<file path="config.mk">
export PLATFORM = sky130hd
export DESIGN_NAME = bus_arbiter
export DESIGN_NICKNAME = d
export VERILOG_FILES = /design/src/rtl/bus_arbiter.sv
export SDC_FILE = /design/constraint.sdc
export NUM_CORES = 1
export LEC_CHECK = 0
export ABC_CLOCK_PERIOD_IN_PS = 3560
export CAP_MARGIN = 30
export CORE_UTILIZATION = 40
export CTS_BUF_LIST = sky130_fd_sc_hd__clkbuf_4 sky130_fd_sc_hd__clkbuf_8 sky130_fd_sc_hd__clkbuf_16
export DETAILED_ROUTE_END_ITERATION = 16
export HOLD_SLACK_MARGIN = 0.05
export RECOVER_POWER = 25
export SETUP_SLACK_MARGIN = 0.5
export SYNTH_ARGS = -nofsm -noshare
export SYNTH_HDL_FRONTEND = slang
export SYNTH_SLANG_ARGS = --single-unit
</file>
<file path="constraint.sdc">
create_clock -name clk -period 3.56 [get_ports clk]
set_clock_uncertainty 0.1 [all_clocks]
set_input_delay 0.712 -clock clk [delete_from_list [all_inputs] [get_ports clk]]
set_output_delay 0.712 -clock clk [all_outputs]
set_load 0.05 [all_outputs]
</file>
<file path="src/rtl/bus_arbiter.sv">
// ---------------------------------------------------------------------------
// bus_arbiter
//
// Four-master round-robin arbiter for the shared address/control/write-data
// path. Ownership is registered and always one-hot; the bus parks on the last
// owner. A hold limit (MAX_HOLD) preempts an owner that keeps requesting while
// another master waits; MAX_HOLD = 0 disables preemption.
//
// Ports:
//   clk              single clock, rising-edge state updates
//   reset            asynchronous active-high reset (owner -> master 0)
//   m0_req..m3_req   level-sensitive bus requests
//   m0_grnt..m3_grnt registered one-hot grants
//   m_sel            registered index of the current owner
// ---------------------------------------------------------------------------
module bus_arbiter #(
    parameter int MAX_HOLD = 16
) (
    input  logic       clk,
    input  logic       reset,
    input  logic       m0_req,
    input  logic       m1_req,
    input  logic       m2_req,
    input  logic       m3_req,
    output logic       m0_grnt,
    output logic       m1_grnt,
    output logic       m2_grnt,
    output logic       m3_grnt,
    output logic [1:0] m_sel
);

    localparam int HW          = (MAX_HOLD > 1) ? $clog2(MAX_HOLD) : 1;
    localparam int HOLD_LAST_I = (MAX_HOLD > 0) ? (MAX_HOLD - 1) : 0;
    localparam int ONE_I       = 1;
    localparam logic [HW-1:0] HOLD_LAST = HOLD_LAST_I[HW-1:0];
    localparam logic [HW-1:0] HOLD_ONE  = ONE_I[HW-1:0];

    logic [3:0]    req_s;
    logic [1:0]    owner_q;
    logic [1:0]    owner_d;
    logic [HW-1:0] hold_q;
    logic [HW-1:0] hold_d;
    logic [3:0]    grnt_q;
    logic [3:0]    grnt_d;
    logic [1:0]    winner_s;
    logic [1:0]    cand_s;
    logic          others_s;

    assign req_s = {m3_req, m2_req, m1_req, m0_req};

    // Round-robin search: scan owner+3 down to owner+1 so the nearest
    // requester in rotation order is the last one written and wins.
    always_comb begin
        winner_s = owner_q;
        others_s = 1'b0;
        cand_s   = owner_q;
        for (int i = 3; i >= 1; i--) begin
            cand_s = owner_q + i[1:0];
            if (req_s[cand_s]) begin
                winner_s = cand_s;
                others_s = 1'b1;
            end else begin
                winner_s = winner_s;
            end
        end
    end

    // Per-edge decision: release, park, preempt, hold (in that priority).
    always_comb begin
        owner_d = owner_q;
        hold_d  = hold_q;
        if (!req_s[owner_q]) begin
            // Release when someone else waits, otherwise park on the owner.
            hold_d = '0;
            if (others_s) begin
                owner_d = winner_s;
            end else begin
                owner_d = owner_q;
            end
        end else if ((MAX_HOLD != 0) && (hold_q == HOLD_LAST) && others_s) begin
            owner_d = winner_s;
            hold_d  = '0;
        end else if ((MAX_HOLD != 0) && (hold_q != HOLD_LAST)) begin
            hold_d = hold_q + HOLD_ONE;
        end else begin
            // Saturated, or preemption disabled (counter then stays at zero).
            hold_d = hold_q;
        end
        // Grants are decoded ahead of the register so the outputs are flops.
        grnt_d = 4'b0001 << owner_d;
    end

    // Ownership, hold counter and grant registers.
    always_ff @(posedge clk or posedge reset) begin
        if (reset) begin
            owner_q <= 2'd0;
            hold_q  <= '0;
            grnt_q  <= 4'b0001;
        end else begin
            owner_q <= owner_d;
            hold_q  <= hold_d;
            grnt_q  <= grnt_d;
        end
    end

    assign m0_grnt = grnt_q[0];
    assign m1_grnt = grnt_q[1];
    assign m2_grnt = grnt_q[2];
    assign m3_grnt = grnt_q[3];
    assign m_sel   = owner_q;

endmodule

</file>
==> flow_metrics.env <==
export IMPL_cts_inserted_buffers=3
export IMPL_ys_async_sr_fraction_pct=100
export IMPL_timing_slew_headroom_pct=66.6
export IMPL_nets=88
export IMPL_hp_class="flip-flop to flip-flop"
export IMPL_cts_setup_buffers=0
export IMPL_drive_gt1_share_pct=15.0
export IMPL_via_per_inst=5.70
export IMPL_io_buffers=11
export IMPL_rsz0062_at_grt="false"
export IMPL_antenna_cells=0
export IMPL_wirelength_mm=1.26
export IMPL_cts_sinks=10
export IMPL_die_height_um=42.2
export IMPL_ant_nets=0
export IMPL_crit_path_top_delay_cell="clkdlybuf4s50_1"
export IMPL_whs_ps=456
export IMPL_yosysSeqAreaShare_pct=39.0
export IMPL_seq_power_share_pct=32.4
export IMPL_hold_buffers=0
export IMPL_critPathKind="flip-flop to primary output"
export IMPL_switching_share_pct=46.6
export IMPL_firstDrtPassIters=4
export IMPL_route_vias_total=547
export IMPL_crit_family="buffers and inverters"
export IMPL_multi_input_area_sq_um=360
export IMPL_reg2regPathDepth=5
export IMPL_crit_buf_inv=1
export IMPL_cts_tree="yes"
export IMPL_cts_clk_slew_worst_paths_ps=60
export IMPL_fillCellCount=154
export IMPL_cp_max_fo=13
export IMPL_powerDensity_nw_per_um2=890
export IMPL_avgSynthCellArea_sq_um=9.64
export IMPL_rows=14
export IMPL_drv_slew=0
export IMPL_leakagePower_nw=0.361
export IMPL_ys_seq_elements=10
export IMPL_place_hpwl_um=937
export IMPL_finalSetupTns_ps=0
export IMPL_start_kind="flip-flop"
export IMPL_crit_path_end_kind="primary output"
export IMPL_root_buffer="clkbuf_4"
export IMPL_wire_per_inst_um=13.1
export IMPL_arrival_ps=1760
export IMPL_slowest_delay_ps=890
export IMPL_synth_nets=74
export IMPL_clock_fmax_mhz=389
export IMPL_ir_worst_vdd_uv=488
export IMPL_antenna_found_initial=0
export IMPL_cp_required_ps=2750
export IMPL_cp_depth=1
export IMPL_synth_edf_count=0
export IMPL_dieWidth_um=42.2
export IMPL_seq_area_sq_um=251
export IMPL_clock_latency_ps=260
export IMPL_p_int_mw=0.374
export IMPL_cts_resized=0
export IMPL_ys_flop_type="dfrtp_1"
export IMPL_yosys_warnings=0
export IMPL_cts_buffer_depth=2
export IMPL_grt_pass1_wl_mm=2.24
export IMPL_gr_usage_all_layers_pct=16.6
export IMPL_drc=0
export IMPL_initialDrtViolationCount=17
export IMPL_clockPowerShare_pct=12.6
export IMPL_gp_congestion=0.812
export IMPL_path_cells="clkdlybuf4s50_1"
export IMPL_syn2layout_area_growth_pct=21.9
export IMPL_cts_max_level=1
export IMPL_status="complete, no violations"
export IMPL_hold_viol=0
export IMPL_grt_max_degree=14
export IMPL_worst_slew_pin_slew_ps=499
export IMPL_netlist_instances=67
export IMPL_die_area_sq_um=1780
export IMPL_synth_cell_types=33
export IMPL_io_pins=12
export IMPL_start_util_pct=42.9
export IMPL_netlist_area_sq_um=646
export IMPL_min_delay_path_depth=1
export IMPL_grt_overflow=0
export IMPL_core_area_sq_um=1510
export IMPL_comb_power_share_pct=55.0
export IMPL_grt_pass1_vias=537
export IMPL_power_net_switching_mw=0.326
export IMPL_max_cap_violations=0
export IMPL_min_period_ps=2570
export IMPL_setup_viol=0
export IMPL_timing_final_crit_share_pct=72.3
[logic make-up (layout without fill, tap and decap cells)]
family	Yosys count	count (layout)	share of synthesized area, %
AOI/OAI and AO/OA	21	21	24.8
and+or+nand+nor	21	21	16.7
DFF	10	10	39.0
muxes	6	6	9.69
buffers and inverters	6	19	5.23
xor gates and xnor gates	2	2	2.71
adders and majority gates	1	1	1.94
[power groups by stage]
| stage | logic [mW] | registers, mW | clock network (mW) |
|---|---|---|---|
| 6_report | 0.385 | 0.227 | 0.0881 |
| 5_1_grt | 0.417 | 0.239 | 0.0949 |
| 4_1_cts | 0.389 | 0.227 | 0.0920 |
| 3_5_place_dp | 0.387 | 0.229 | 0 |
| 3_3_place_gp | 0.385 | 0.228 | 0 |
| 2_1_floorplan | 0.228 | 0.298 | 0 |
[cell usage in the layout (no fill, tap or decap), drive strengths merged, types with 3 or more instances in the layout]
master,synthesis,final
a21oi,3,3
clkbuf,0,4
clkdlybuf4s50,0,10
dfrtp,9,9
inv,4,4
mux2i,4,4
nand3,3,3
nor2,7,7
nor3,3,3
o21ai,4,4
[cell usage after synthesis (all sizes together) (2+ instances only)]
master,n,area (sq um)
nor2,7,26.3
o21ai,4,23.8
nand2,2,7.51
nor3,3,15.0
o2111a,2,22.5
o31ai,2,15.0
o21a,2,15.0
a211oi,2,15.0
a21oi,3,15.0
buf,2,18.8
mux2,2,22.5
nand3,3,15.0
inv,4,15.0
mux2i,4,40.0
dfrtp,9,225
[through the flow]
stage	std cells	util, %	power [mW]	instance area [sq um]	setup WS, ps
after global placement	92	50.2	0.613	757	846
after global routing	96	52.2	0.751	787	902
after CTS	96	52.2	0.708	787	969
after detailed placement	92	50.2	0.617	757	838
after floorplan	67	-	0.525	646	1500
final	96	52.2	0.700	787	987
[worst paths after layout]
check                      slack, ps        end      start
hold / removal                   460  hold_q[0]  hold_q[0]
setup / recovery                 990   m_sel[0]   m_sel[0]
max in group asynchronous       2300  grnt_q[0]      reset
min in group asynchronous        750  hold_q[0]      reset
hold reg to reg                  460  hold_q[0]  hold_q[0]
setup reg to reg                1440  grnt_q[0]   m_sel[1]
[flip-flops by register name (all words and copies together) (netlist names)]
| name | cells |
|---|---|
| m_sel | 2 |
| grnt_q | 4 |
| hold_q | 4 |
[final cells by class]
class	instances	share of cell area, %
clock buffer	4	3.82
inverter	4	1.91
multi-input combinational	51	45.8
sequential	10	32.0
tap	16	2.54
timing repair buffer	11	14.0
[metal layers]
layer  vias up  track usage (%)  share of wire, %
li1        274                -                 -
met1       253             22.0                50
met2        17             25.8                44
met3         3             1.29               3.7
met4         0             11.3               2.5
met5         -                0                 0
Power figures use the tool's default switching activity.
